### src/rtl/node_port.sv
`default_nettype none
// ============================================================================
// Module : node_port
// Processor-side endpoint of the router_core node interface: an outbound
// packet FIFO with a handshake FSM toward the core and an inbound payload FIFO.
// Rev    : 1.0  initial release
// ============================================================================
module node_port #(
  parameter logic [3:0] MY_ADDR   = 4'b0000,
  parameter int         TX_DEPTH  = 4,
  parameter int         RX_DEPTH  = 4,
  parameter logic [7:0] STALL_CYC = 8'd255
) (
  input  logic        Clk_R,
  input  logic        Rst,
  input  logic        Send_Req,
  input  logic [3:0]  Send_Addr,
  input  logic        Send_Type,
  input  logic [23:0] Send_Data,
  output logic        Send_Ready,
  output logic        Send_Err,
  output logic [28:0] Packet_From_Node,
  output logic        Packet_From_Node_Valid,
  input  logic        Core_Load_Ack,
  input  logic [23:0] Packet_To_Node,
  input  logic        Packet_To_Node_Valid,
  output logic        Rx_Valid,
  output logic [23:0] Rx_Data,
  input  logic        Rx_Pop,
  output logic        Tx_Stall,
  output logic        Rx_Ovf,
  output logic [7:0]  Tx_Count,
  output logic [7:0]  Rx_Count
);

  localparam int         TAW     = $clog2(TX_DEPTH);
  localparam int         RAW     = $clog2(RX_DEPTH);
  localparam logic [TAW:0] TX_ONE = 1;
  localparam logic [RAW:0] RX_ONE = 1;
  localparam logic [RAW-1:0] RX_IDX_ONE = 1;

  typedef enum logic [1:0] {
    IDLE  = 2'd0,
    OFFER = 2'd1,
    GAP   = 2'd2
  } tx_state_t;

  tx_state_t     state;

  logic [28:0]   tx_mem [TX_DEPTH];
  logic [TAW:0]  tx_wr;
  logic [TAW:0]  tx_rd;
  logic          tx_empty;
  logic          tx_full;
  logic          tx_push;
  logic          tx_pop;
  logic [7:0]    stall_cnt;
  logic [7:0]    stall_next;

  logic [23:0]   rx_mem [RX_DEPTH];
  logic [RAW:0]  rx_wr;
  logic [RAW:0]  rx_rd;
  logic [RAW:0]  rx_cnt;
  logic [RAW-1:0] rx_next_idx;
  logic          rx_empty;
  logic          rx_full;
  logic          rx_push;
  logic          rx_pop;
  logic          rx_drop;

  // ---------------------------------------------------------------- TX FIFO
  assign tx_empty   = (tx_wr == tx_rd);
  assign tx_full    = (tx_wr[TAW] != tx_rd[TAW]) && (tx_wr[TAW-1:0] == tx_rd[TAW-1:0]);
  assign tx_push    = Send_Req && !tx_full && (Send_Addr != MY_ADDR);
  assign tx_pop     = (state == OFFER) && Core_Load_Ack;
  assign Send_Ready = !tx_full;
  assign stall_next = (stall_cnt == 8'hFF) ? 8'hFF : stall_cnt + 8'd1;

  always_ff @(posedge Clk_R) begin
    if (tx_push) begin
      tx_mem[tx_wr[TAW-1:0]] <= {Send_Addr, Send_Type, Send_Data};
    end
  end

  always_ff @(posedge Clk_R) begin
    if (Rst) begin
      tx_wr    <= '0;
      tx_rd    <= '0;
      Send_Err <= 1'b0;
    end else begin
      if (tx_push) tx_wr <= tx_wr + TX_ONE;
      if (tx_pop)  tx_rd <= tx_rd + TX_ONE;
      Send_Err <= Send_Req && !tx_push;
    end
  end

  // GAP holds Valid low until the core drops its ack, guaranteeing a Valid edge per packet
  always_ff @(posedge Clk_R) begin
    if (Rst) begin
      state                  <= IDLE;
      Packet_From_Node_Valid <= 1'b0;
      Packet_From_Node       <= '0;
      stall_cnt              <= '0;
      Tx_Stall               <= 1'b0;
      Tx_Count               <= '0;
    end else begin
      case (state)
        IDLE: begin
          if (!tx_empty && !Core_Load_Ack) begin
            state                  <= OFFER;
            Packet_From_Node_Valid <= 1'b1;
            Packet_From_Node       <= tx_mem[tx_rd[TAW-1:0]];
          end
        end
        OFFER: begin
          if (Core_Load_Ack) begin
            state                  <= GAP;
            Packet_From_Node_Valid <= 1'b0;
            Packet_From_Node       <= '0;
            stall_cnt              <= '0;
            Tx_Stall               <= 1'b0;
            if (Tx_Count != 8'hFF) Tx_Count <= Tx_Count + 8'd1;
          end else begin
            stall_cnt <= stall_next;
            Tx_Stall  <= (stall_next >= STALL_CYC);
          end
        end
        GAP: begin
          if (!Core_Load_Ack) state <= IDLE;
        end
        default: state <= IDLE;
      endcase
    end
  end

  // ---------------------------------------------------------------- RX FIFO
  assign rx_cnt      = rx_wr - rx_rd;
  assign rx_empty    = (rx_wr == rx_rd);
  assign rx_full     = (rx_wr[RAW] != rx_rd[RAW]) && (rx_wr[RAW-1:0] == rx_rd[RAW-1:0]);
  assign rx_pop      = Rx_Pop && !rx_empty;
  assign rx_push     = Packet_To_Node_Valid && (!rx_full || rx_pop);
  assign rx_drop     = Packet_To_Node_Valid && !rx_push;
  assign rx_next_idx = rx_rd[RAW-1:0] + RX_IDX_ONE;
  assign Rx_Valid    = !rx_empty;

  always_ff @(posedge Clk_R) begin
    if (rx_push) begin
      rx_mem[rx_wr[RAW-1:0]] <= Packet_To_Node;
    end
  end

  // Rx_Data is a registered copy of the head, refreshed with whatever becomes head after this edge
  always_ff @(posedge Clk_R) begin
    if (Rst) begin
      rx_wr    <= '0;
      rx_rd    <= '0;
      Rx_Data  <= '0;
      Rx_Ovf   <= 1'b0;
      Rx_Count <= '0;
    end else begin
      if (rx_push) begin
        rx_wr <= rx_wr + RX_ONE;
        if (Rx_Count != 8'hFF) Rx_Count <= Rx_Count + 8'd1;
      end
      if (rx_pop) rx_rd <= rx_rd + RX_ONE;
      if (rx_drop) Rx_Ovf <= 1'b1;
      if (rx_pop) begin
        if (rx_cnt > RX_ONE)  Rx_Data <= rx_mem[rx_next_idx];
        else if (rx_push)     Rx_Data <= Packet_To_Node;
      end else if (rx_empty && rx_push) begin
        Rx_Data <= Packet_To_Node;
      end
    end
  end

endmodule
`default_nettype wire

### config.mk
export PLATFORM = sky130hd
export DESIGN_NAME = node_port
export DESIGN_NICKNAME = d
export VERILOG_FILES = /design/src/rtl/node_port.sv
export SDC_FILE = /design/constraint.sdc
export NUM_CORES = 1
export LEC_CHECK = 0
export CORE_AREA = 2 2 123 214
export DETAILED_ROUTE_END_ITERATION = 10
export DIE_AREA = 0 0 125 216
export GPL_ROUTABILITY_DRIVEN = 1
export HOLD_SLACK_MARGIN = 0.15
export PLACE_DENSITY = 0.81
export SLEW_MARGIN = 20
export SYNTH_ARGS = -nofsm -noshare
export SYNTH_HDL_FRONTEND = slang
export SYNTH_SLANG_ARGS = --single-unit
### constraint.sdc
create_clock -name Clk_R -period 4.2 [get_ports Clk_R]
set_input_delay 1.05 -clock Clk_R [delete_from_list [all_inputs] [get_ports Clk_R]]
set_output_delay 1.05 -clock Clk_R [all_outputs]
set_load 0.01 [all_outputs]
### Word-level counts from Yosys, hierarchy flattened

Memory sizes are Yosys's and may differ from the RTL's. A register that Yosys moved wholly into a read port is not among the register bits.
Index checks and enable logic that the tools add are counted.

| cells by class | value |
|---|---|
| multipliers | 0 |
| magnitude comparators | 2 |
| mux-type cells | 23 |
| reduce and logical (&&, ||, !) cells | 28 |
| equality and inequality tests | 15 |
| $add $sub $neg | 9 |
| bitwise operators | 0 |
| divide/modulo/power cells | 0 |
| shift-type cells | 0 |

Operators by type and width:

| kind | count |
|---|---|
| 2-to-1 mux 24 bit | 4 |
| 2-to-1 mux 29 bit | 2 |
| case mux 29 bit (2 select lines) | 1 |
| adder 8 x 1 -> 8 bit, second input constant | 3 |
| 2-to-1 mux 8 bit | 2 |
| inequality test 8 bit, second input constant | 2 |
| adder 3 x 1 -> 3 bit, second input constant | 4 |
| logical AND 1 bit | 11 |
| 2-to-1 mux 2 bit | 5 |
| AND reduction 3 bit | 3 |
| == test 8 bit, second input constant | 1 |
| greater-or-equal comparator 8 bit, second input constant | 1 |
| logical NOT 1 bit | 7 |
| 2-to-1 mux 1 bit | 7 |
| == test 3 bit | 2 |
| inequality test 2 bit, second input constant | 3 |
| case mux 2 bit (3 select lines) | 1 |
| == test 2 bit | 2 |
| AND reduction 2 bit | 2 |
| nonzero test 2 bit | 2 |
| nonzero test 4 bit | 1 |
| greater-than comparator 3 x 1 -> 1 bit, second input constant | 1 |
| inequality test 3 x 2 -> 1 bit, second input constant | 1 |
| subtractor 3 bit | 1 |
| 7 further kinds | 8 |

| storage, ports and cells | value |
|---|---|
| latch bits | 0 |
| memories kept | 2 |
| bits in read-only memories | 0 |
| flip-flop bits (word level) | 95 |
| bits of input ports | 59 |
| RAM bits | 212 |

Memories:

| name | words | bits a word | read ports | clocked after memory_dff | wr ports | RTL line | source |
|---|---|---|---|---|---|---|---|
| tx_mem | 4 | 29 | 1 | 1 | 1 | 50 | `logic [28:0] tx_mem [TX_DEPTH];` |
| rx_mem | 4 | 24 | 1 | 0 | 1 | 60 | `logic [23:0] rx_mem [RX_DEPTH];` |

### Logic depth before layout (Yosys ltp)

Gate-level depths: netlist of run 1.

| depth | value |
|---|---|
| depth in word-level cells | 8 |
| depth in mapped cells | 8 |
| mapped depth without buffers | 7 |

### Worst setup path after synthesis of run 1

Ideal clock, no wire load.

| path | value |
|---|---|
| path type | input to register |
| start | input port Send_Addr[1] |
| end | memory tx_mem[3][0] (enable) |
| cell stages on the path | 4 |
| setup slack | 1.468 ns |
| setup time | 0.392 ns |
| arrival time | 2.340 ns |
| buffers on the path | 1 |
| cells stage by stage | or4_1 o311a_1 clkbuf_1 and2_1 |

| between the ends | value |
|---|---|
| word-level cells in the longest chain between the ends | 4 |

RTL lines:

| element | RTL line | source |
|---|---|---|
| from (decl) | 17 | `input logic [3:0] Send_Addr,` |
| nonzero test 4 bit | 74 | `assign tx_push = Send_Req && !tx_full && (Send_Addr != MY_ADDR);` |
| logical AND 1 bit | 74 |  |
| 2-to-1 mux 1 bit | 80 | `if (tx_push) begin` |
| 2-to-1 mux 1 bit (implied by the code) | 81 | `tx_mem[tx_wr[TAW-1:0]] <= {Send_Addr, Send_Type, Send_Data};` |
| to (decl) | 50 |  |

Every way passes these cells.

### Final worst setup path of run 1

| path | value |
|---|---|
| start | register tx_wr[1] |
| end | output port Send_Ready |

| between the ends | value |
|---|---|
| word-level cells in the longest chain between the ends | 3 |

RTL lines:

| element | RTL line | source |
|---|---|---|
| from (decl) | 51 | `logic [TAW:0] tx_wr;` |
| from (signal assigned) | 91 | `if (tx_push) tx_wr <= tx_wr + TX_ONE;` |
| == test 2 bit | 73 | `assign tx_full = (tx_wr[TAW] != tx_rd[TAW]) && (tx_wr[TAW-1:0] == tx_rd[TAW-1:0]);` |
| logical AND 1 bit | 73 |  |
| logical NOT 1 bit | 76 | `assign Send_Ready = !tx_full;` |
| to (decl) | 20 | `output logic Send_Ready,` |

Every way passes these cells.

==> reports/results.md, run 1 <==
- 20.7% — post-synthesis to final-layout area growth
- 212 — Post-synth EDFFs
- 133 — I/O Buffers
- 16.0 mm — sum of net half-perimeters after detailed placement
- 125 um — overall die width
- 0.681 — share of the yosys chip area belonging to registers
- done — clock tree from TritonCTS
- register to output port — classification of the worst setup path
- 134 — number of I/O pins
- 16.0 sq um — syn_area_per_cell
- 0.469 ns — worst hold slack
- 0.00847 ns — final clock skew
- 7099 — via count
- output port — type of element capturing the critical path
- 0.06 ns — clock slew at the register clock pins of the worst setup and hold paths
- 1 — total number of H-tree levels
- 28 — number of clock buffers inserted by TritonCTS
- 0 — post-CTS setup repair buffer count
- 456 uV — maximum ir drop on the vdd rail
- 0 — post-CTS resize count
- 0.169 — share of layout cells above drive strength 1
- 0.323 — worst relative slew slack
- register to register — worst hold path type
- 309 — total of flip-flops plus latches after synthesis
- sky130_fd_sc_hd__clkbuf_16 — root buf cell
- 0 — number of warnings issued by yosys
- 1.01 ns — Least-Margin Pin Slew
- 0.522 — share of Yosys cell area claimed by the top area cell type
- 20.0 um — mean routed wirelength per cell
- 7328 — number of global-route vias before repair
- 0 — overflow left after global routing
- 24.6 mm — detailed-route wire length
- 0 — number of DRC violations after detailed routing
- 500 — DR iter-0 viols
- 0.483 — starting utilization of the core area
- sky130_fd_sc_hd__edfxtp_1, sky130_fd_sc_hd__dfxtp_1, sky130_fd_sc_hd__mux4_2, sky130_fd_sc_hd__a21oi_1, sky130_fd_sc_hd__nand2_1 — most frequent cells after synthesis
- 309 — clock sink total
- 0 — Routed Antenna Nets
- 5.78 — via density per instance
- 966 — NumNets Final
- 0 — number of maximum-capacitance violations
- 0 — Fin. Hold Viols
- 77 — number of cell rows
- complete, no violations — outcome
- 311 MHz — f_max
- 0 — initial antenna violation count
- 0 — final setup violating endpoints
- 2.17 ns — arrival time at the worst endpoint
- 3.22 ns — final critical delay including setup and external delays
- 59 — count of cell types in the netlist
- 0.180 — total routing usage reported by global routing
- 25200 sq um — Placeable Area
- register — CP Launch Type
- sky130_fd_sc_hd__edfxtp_1, sky130_fd_sc_hd__dfxtp_1, sky130_fd_sc_hd__mux4_2 — leading cell types by total area after synthesis
- 0 — Diodes inserted
- 0.54 ns — worst skew pair latency
- 38.8 mm — global-route wire length before repair
- sky130_fd_sc_hd__edfxtp_1 — most used flip-flop cell after synthesis
- 12200 sq um — area of the mapped netlist
- 4 — number of detailed-routing iterations run before antenna repair
- false — RSZ-0062 raised after global routing
- sky130_fd_sc_hd__edfxtp_1 — top-count cell post-synth
- 0.766 — share of the clock period used by the worst path
- 4.82 nW — P_leak
- 0 — Async S/R FF share, synth
- 71 — largest net degree at the start of global routing
- 837 — Syn Nets
- 0 ns — accumulated negative setup slack
- 27000 sq um — DIE AREA
- 0 — number of hold buffers added after cts
- 216 um — vertical die dimension
- 3.15 ns — required time of the critical path
- 3 — Max clock buf depth
- sky130_fd_sc_hd__edfxtp_1 — biggest area consumer among synthesized cells
- 13800 sq um — Placement Cell Area
- 14700 sq um — post-route cell area
- 5 — largest driver fanout on the critical path
- 762 — Cells after Synth
- 0.767 — RePlAce Congestion
- 487 nW/um^2 — pwr/cell area
- 0 — max-slew violations
[cell usage in the layout (no fill, tap or decap), drive strengths merged, types with 3 or more instances in the layout]
cell           instances
edfxtp               212
clkdlybuf4s50        132
dfxtp                 97
mux4                  53
o221a                 48
nand2                 47
a21oi                 46
nand3                 40
clkbuf                36
nor2                  25
buf                   18
ha                    15
xor2                  12
inv                   11
o21ai                  9
xnor2                  8
and2                   8
clkinv                 8
nor3                   6
and3                   6
a31oi                  6
clkinvlp               6
or4                    5
o31ai                  5
nand4                  4
o211ai                 4
o31a                   3
or3                    3
and4                   3
mux2i                  3
o21a                   3
a211oi                 3
o41ai                  3
[final timing paths]
path / start / end / slack (ns) / depth (start not counted)
worst max-delay path: tx_wr[1] / Send_Ready / 0.98 / 3
worst min-delay path: Packet_From_Node[21] / Packet_From_Node[21] / 0.47 / 2
worst max register to register: rx_wr[0] / Rx_Data[10] / 1.34 / 7
worst min register to register: Packet_From_Node[21] / Packet_From_Node[21] / 0.47 / 2
[sequential cells by signal (all words and copies together) (netlist names), named ones only]
register / cells
tx_mem: 116
rx_mem: 96
Packet_From_Node: 29
Rx_Data: 24
Rx_Count: 8
Tx_Count: 8
stall_cnt: 8
rx_rd: 3
rx_wr: 3
tx_rd: 3
tx_wr: 3
state: 2
Packet_From_Node_Valid: 1
Rx_Ovf: 1
Send_Err: 1
Tx_Stall: 1
[layer usage]
metal / wire, um / share of wire / global-route usage / vias up
li1: - / - / - / 3285
met4: 585 / 0.024 / 0.0604 / 0
met5: 0 / 0 / 0 / -
met2: 13400 / 0.54 / 0.341 / 207
met1: 9230 / 0.37 / 0.199 / 3573
met3: 1420 / 0.058 / 0.0345 / 34
[metrics by stage]
step / util / setup WS, ns / power [mW] / cells
after global routing: 0.583 / 0.912 / 7.46 / 1229
after global placement: 0.546 / 1.09 / 4.67 / 1177
final: 0.583 / 0.985 / 7.17 / 1229
after CTS: 0.583 / 0.962 / 7.25 / 1229
after detailed placement: 0.546 / 1.05 / 4.71 / 1177
after floorplan: - / 1.47 / 4.30 / 762
[worst max-delay path, stage by stage, from the launching register on]
cell and delay [ns]:
sky130_fd_sc_hd__dfxtp_1 0.44, sky130_fd_sc_hd__xor2_1 0.44, sky130_fd_sc_hd__or3_1 0.20, sky130_fd_sc_hd__clkdlybuf4s50_1 0.54
[where the power goes]
part           switching, mW  internal [mW]  leakage (nW)
sequential             0.104           3.45          2.74
combinational          0.538          0.542          1.64
clock                   1.10           1.43         0.440
[cell families (layout without fill, tap and decap cells)]
kind of cell               after synthesis  count (layout)  synth area share
AOI/OAI and AO/OA                      140             140            0.0937
xor gates and xnor gates                21              21            0.0170
adders and majority gates               16              16            0.0170
buffers and inverters                   62             213            0.0259
DFF                                    309             309             0.681
muxes                                   57              57             0.101
and+or+nand+nor                        157             157            0.0638
[final cells by class]
cell class	count	area (sq um)
repair buffers	150	1450
inverters	11	41.3
fillers	1886	10500
clock buffers	36	772
clock inverters	16	155
multi-input cells	391	3600
well taps	316	395
flip-flops and latches	309	8310
Note: power is estimated with default switching activity, not from simulation.
==> run 2: changes to the inputs <==
--- a/config.mk
+++ b/config.mk
@@ -10,7 +10,7 @@
 export DIE_AREA = 0 0 125 216
 export GPL_ROUTABILITY_DRIVEN = 1
 export HOLD_SLACK_MARGIN = 0.15
-export PLACE_DENSITY = 0.81
+export PLACE_DENSITY = 0.84
 export SLEW_MARGIN = 20
 export SYNTH_ARGS = -nofsm -noshare
 export SYNTH_HDL_FRONTEND = slang
==> constraint.sdc (replaced) <==
create_clock -name Clk_R -period 2.8 [get_ports Clk_R]
set_input_delay 0.7 -clock Clk_R [delete_from_list [all_inputs] [get_ports Clk_R]]
set_output_delay 0.7 -clock Clk_R [all_outputs]
set_load 0.01 [all_outputs]
==> reports/results.md, run 2 (synthesized netlist as in run 1, its figures left out) <==
- 0.339 — met2 track demand over resource in global routing, -0.00181
- 4.90 nW — P_leak, +1.7%
- 71 — largest net degree at the start of global routing, unchanged
- 0 — final setup violating endpoints, unchanged
- register to register — worst hold path type
- 0 ns — accumulated negative setup slack, unchanged
- 0.0310 — met3 routing resource usage after global routing, -0.00347
- 5 — number of detailed-routing iterations run before antenna repair, +1
- Rx_Valid — CP endpoint
- 133 — I/O Buffers, unchanged
- 375 MHz — f_max
- 0 — max-slew violations, unchanged
- 2.10 ns — required time of the critical path, -1.05 ns
- 39.2 mm — global-route wire length before repair, +1.2%
- false — RSZ-0062 raised after global routing
- 8 — logic depth of the worst register-to-register path, +1
- 3590 sq um — area taken by multi-input logic gates, -0.10%
- Packet_From_Node[26] — min-delay src
- 1.97 ns — arrival time at the worst endpoint, -0.20 ns
- 415 — DR iter-0 viols, -17%
- 0 — post-CTS setup repair buffer count, unchanged
- 0 — Diodes inserted, unchanged
- 4 — number of cells on the critical path, +1
- 981 — NumNets Final, +1.6%
- 0.789 — RePlAce Congestion, +2.8%
- 0.202 — met1 Usage GRT, +0.00237
- 717 nW/um^2 — pwr/cell area, +47%
- 0 — Fin. Hold Viols, unchanged
- 0 — number of DRC violations after detailed routing, unchanged
- sky130_fd_sc_hd__edfxtp_1, sky130_fd_sc_hd__clkdlybuf4s50_1, sky130_fd_sc_hd__dfxtp_1 — leading cell types in the layout, fill and taps excluded
- 0.55 ns — worst skew pair latency, about the same
- 22.3% — post-synthesis to final-layout area growth
- 0.831 ns — Least-Margin Pin Slew, -0.177 ns
- 8310 sq um — register area, unchanged
- 0 — initial antenna violation count, unchanged
- 593 uV — maximum ir drop on the vdd rail, +30%
- 3 — Max clock buf depth, unchanged
- inv_1 -> ha_1 -> nand3_1 -> clkdlybuf4s50_1 — list of cells traversed by the critical path
- 7220 — via count, +1.7%
- 1 — total number of H-tree levels, unchanged
- 0.591 — post-layout util, +0.00739
- 0.181 — total routing usage reported by global routing, +0.00108
- 0.06 ns — clock slew at the register clock pins of the worst setup and hold paths, about the same
- 20.0 um — mean routed wirelength per cell, -0.21%
- 0 — overflow left after global routing, unchanged
- 16.5 mm — sum of net half-perimeters after detailed placement, +3.2%
- 1869 — count of fill cells added during filler insertion, -0.90%
- 4 — largest driver fanout on the critical path, -1
- rx_wr[0] — startpoint of the most critical setup path
- 0 — Routed Antenna Nets, unchanged
- sky130_fd_sc_hd__clkbuf_16 — root buf cell
- 24.9 mm — detailed-route wire length, +1.0%
- 28 — number of clock buffers inserted by TritonCTS, unchanged
- sky130_fd_sc_hd__clkdlybuf4s50_1 — slowest stage cell, crit path
- 27000 sq um — DIE AREA, unchanged
- register to output port — classification of the worst setup path
- Rx_Data[1] — worst reg2reg endpoint
- 5.80 — via density per instance, +0.48%
- rx_wr[0] — worst reg2reg startpoint
- 2.67 ns — final critical delay including setup and external delays
- 2 — number of buffer and inverter stages on the critical path, +1
- sky130_fd_sc_hd__edfxtp_1 — leading cell type in the layout, fill and taps excluded
- 0 — number of hold buffers added after cts, unchanged
- 125 um — overall die width, unchanged
- 0.176 — share of layout cells above drive strength 1, +0.00697
- 309 — clock sink total, unchanged
- register — CP Launch Type
- 134 — number of I/O pins, unchanged
- done — clock tree from TritonCTS
- 0.0208 ns — final clock skew, +0.0123 ns
- complete, no violations — outcome
- buffers and inverters — dominant delay contributor by cell family on the critical path
- 0 — number of maximum-capacitance violations, unchanged
- 25200 sq um — Placeable Area, unchanged
- 0.446 — worst relative slew slack, +0.122
- 0.483 — starting utilization of the core area, unchanged
- output port — type of element capturing the critical path
- 216 um — vertical die dimension, unchanged
- 0.53 ns — crit-path max cell delay, about the same
- 0.41 ns — flop2flop setup slack, -0.93 ns
- 7598 — number of global-route vias before repair, +3.7%
- met2 — most used routing layer
- 116 — number of flip-flops under the largest register name, unchanged
- 0.954 — share of the clock period used by the worst path
- 77 — number of cell rows, unchanged
-- run 2: cell count changes in the layout (fill, tap and decap cells not counted), sizes merged --
| cell | delta |
|---|---|
| buf | +15 |
| clkbuf | -1 |
| clkdlybuf4s50 | -1 |
| clkinv | +2 |
| clkinvlp | -1 |
| dlygate4sd2 | +1 |
-- run 2: worst min-delay path by stage --
stage / slack (ns) / cells past startpoint / endpoint
after detailed placement: 0.46 / 2 / Packet_From_Node[27]
final: 0.47 / 2 / Packet_From_Node[26]
after global routing: 0.50 / 2 / Packet_From_Node[7]
after floorplan: 0.47 / 2 / stall_cnt[1]
after CTS: 0.47 / 2 / Packet_From_Node[26]
after global placement: 0.45 / 2 / Packet_From_Node_Valid
-- run 2: report_power, final --
part | internal (mW) | switching [mW] | total [mW] | leakage, nW
Combinational | 0.862 | 0.818 | 1.68 | 1.74
Sequential | 5.18 | 0.152 | 5.33 | 2.74
Clock | 2.08 | 1.60 | 3.68 | 0.421
-- run 2: repair_timing --
| item | CTS | global route |
|---|---|---|
| endpoints found under the setup margin | 1 | 1 |
| gates resized for setup | 1 | 1 |
| pin swaps | 0 | 0 |
| cloned | 0 | 0 |
-- run 2: layer usage --
layer	wire length (um)	vias up
met2	13400	246
met3	1440	53
met1	9240	3610
met4	812	0
li1	-	3311
met5	0	-
-- run 2: worst min-delay path, stage by stage, from the launching register on --
cell and delay (ns):
sky130_fd_sc_hd__dfxtp_1 0.31, sky130_fd_sc_hd__nand3_1 0.06, sky130_fd_sc_hd__a21oi_1 0.06
-- run 2: cell type report --
type | count | area share
clock buffers | 35 | 0.0502
clock inverters | 17 | 0.00973
repair buffers | 165 | 0.113
flip-flops and latches | 309 | 0.557
well taps | 316 | 0.0265
inverters | 11 | 0.00277
multi-input cells | 391 | 0.241
-- run 2: through the flow --
step / instance area (sq um) / instances / worst slack (ns) / total power [mW] / hold slack, ns
after CTS: 14900 / 1244 / 0.0229 / 10.8 / 0.469
after detailed placement: 14000 / 1192 / 0.110 / 7.12 / 0.459
after global routing: 14900 / 1244 / 0.0155 / 11.1 / 0.500
after floorplan: 12200 / 762 / 0.418 / 6.44 / 0.467
after global placement: 14000 / 1192 / 0.175 / 7.05 / 0.446
final: 14900 / 1244 / 0.130 / 10.7 / 0.470
==> RTL change, RTL diff (flow settings as in run 2) <==
Encoding of `tx_state_t`: now one-hot (3 bits for 3 states).
--- a/src/rtl/node_port.sv
+++ b/src/rtl/node_port.sv
@@ -39,10 +39,10 @@
   localparam logic [RAW:0] RX_ONE = 1;
   localparam logic [RAW-1:0] RX_IDX_ONE = 1;
 
-  typedef enum logic [1:0] {
-    IDLE  = 2'd0,
-    OFFER = 2'd1,
-    GAP   = 2'd2
+  typedef enum logic [2:0] {
+    IDLE  = 3'b001,
+    OFFER = 3'b010,
+    GAP   = 3'b100
   } tx_state_t;
 
   tx_state_t     state;
Check against the original RTL: no difference found for any inputs over 4 cycles, from zero or initial values and one cycle with Rst high; so few cycles prove little.
==> RTL change against run 2 <==
Utilization shrank 0.19 points. Power is 1.5% higher. Global-route usage increased by 0.40 points. Cell area down 0.33%. Synthesized cell count fell by 4.1%. Worst setup slack improved by 0.0099 ns. Highest routed layer unchanged. Maximum frequency grew 0.37%. Sequential cell count is 1 higher. Area after synthesis is 1.1% lower. Non-clock buffer count fell by 5. Routed wire length down 0.96%. Cell count is 2.0% lower.
==> RTL change: results (changes against run 2) <==
{| class="wikitable"
! Metric !! Value
|-
| Met2 track demand over resource in global routing || 35.0% (+1.0 points)
|-
| Placed Instances || 1167 (-2.1%)
|-
| Crit path setup slack, layout || 0.140 ns (+0.00993 ns)
|-
| Pin count of the biggest net entering global routing || 40 (-44%)
|-
| Relative slew slack || 44.7% (+0.14 points)
|-
| Largest cells by area after synthesis || edfxtp_1 (53%), dfxtp_1 (16%), mux4_2 (9.9%)
|-
| Total chip power || 10.8 mW (+1.5%)
|-
| Total number of vias || 6921 (-4.1%)
|-
| Global placement routability congestion || 0.792 (+0.38%)
|-
| Worst voltage drop across the vdd grid || 0.721 mV (+22%)
|-
| Multi-input gate area in the final layout || 3410 um2 (-5.2%)
|-
| Detailed-placement wirelength estimate || 15600 um (-5.4%)
|-
| Part of the total power dissipated in combinational logic || 15.0% (-0.7 points)
|-
| Wire length of the first global-routing pass || 39900 um (+1.7%)
|-
| Destination of the worst register-to-register timing path || Rx_Data[18]$_SDFFE_PP0P_
|-
| First-iteration detailed-routing DRC count || 445 (+7.2%)
|-
| Hold worst-path end || Packet_From_Node[6]$_SDFFE_PP0P_
|-
| Placed standard-cell area || 13900 um2 (-0.64%)
|-
| Worst clock skew || 0.0105 ns (-0.0103 ns)
|-
| Total leakage power || 5.06 nW (+3.2%)
|-
| Critical Path Fanout Max || 5 (+1)
|-
| Average footprint of a synthesized cell || 16.5 um2 (+3.1%)
|-
| Post-Layout Cell Count || 1219 (-2.0%)
|-
| Status || finished, final reports clean
|-
| Fill cell instance count of the final layout || 1859 (-0.54%)
|-
| Worst Setup Slack post-DPL || 0.167 ns (+0.0571 ns)
|-
| Fraction of final layout cells with drive strength greater than 1 || 18.6% (+1.0 points)
|-
| Worst R2R Setup Slack || 0.15 ns (-0.26 ns)
|-
| Via count of the first global-routing pass || 7279 (-4.2%)
|-
| Global router's overall resource usage || 18.5% (+0.40 points)
|-
| Worst Reg-to-Reg Cells || 7 (-1)
|-
| Total length of routed wires || 24600 um (-0.96%)
|}
## RTL change: repair_timing
item	4_1_cts	5_1_grt
hold buffers	0	0
setup endpoints to repair	1	1
gates resized for setup	3	2
hold endpoints to repair	0	0
## RTL change: metal layers
layer	vias to the layer above	wire length, um
li1	3183	-
met1	3473	9130
met2	224	13600
met3	41	1280
met4	0	585
met5	-	0
## RTL change: cell families after synthesis
kind of cell / after synthesis / synth area share (%)
compound gates: 138 / 9.27
xor+xnor: 20 / 1.64
fa+ha+maj: 16 / 1.72
buf+inv: 76 / 2.79
flops: 310 / 69.0
mux: 60 / 10.5
simple gates: 111 / 5.04
## RTL change: cell type report
cell class | instances | area share [%]
repair buffers | 160 | 11.1
multi-input cells | 345 | 22.9
clock inverters | 7 | 0.429
inverters | 36 | 0.909
clock buffers | 45 | 5.92
flip-flops and latches | 310 | 56.1
well taps | 316 | 2.66
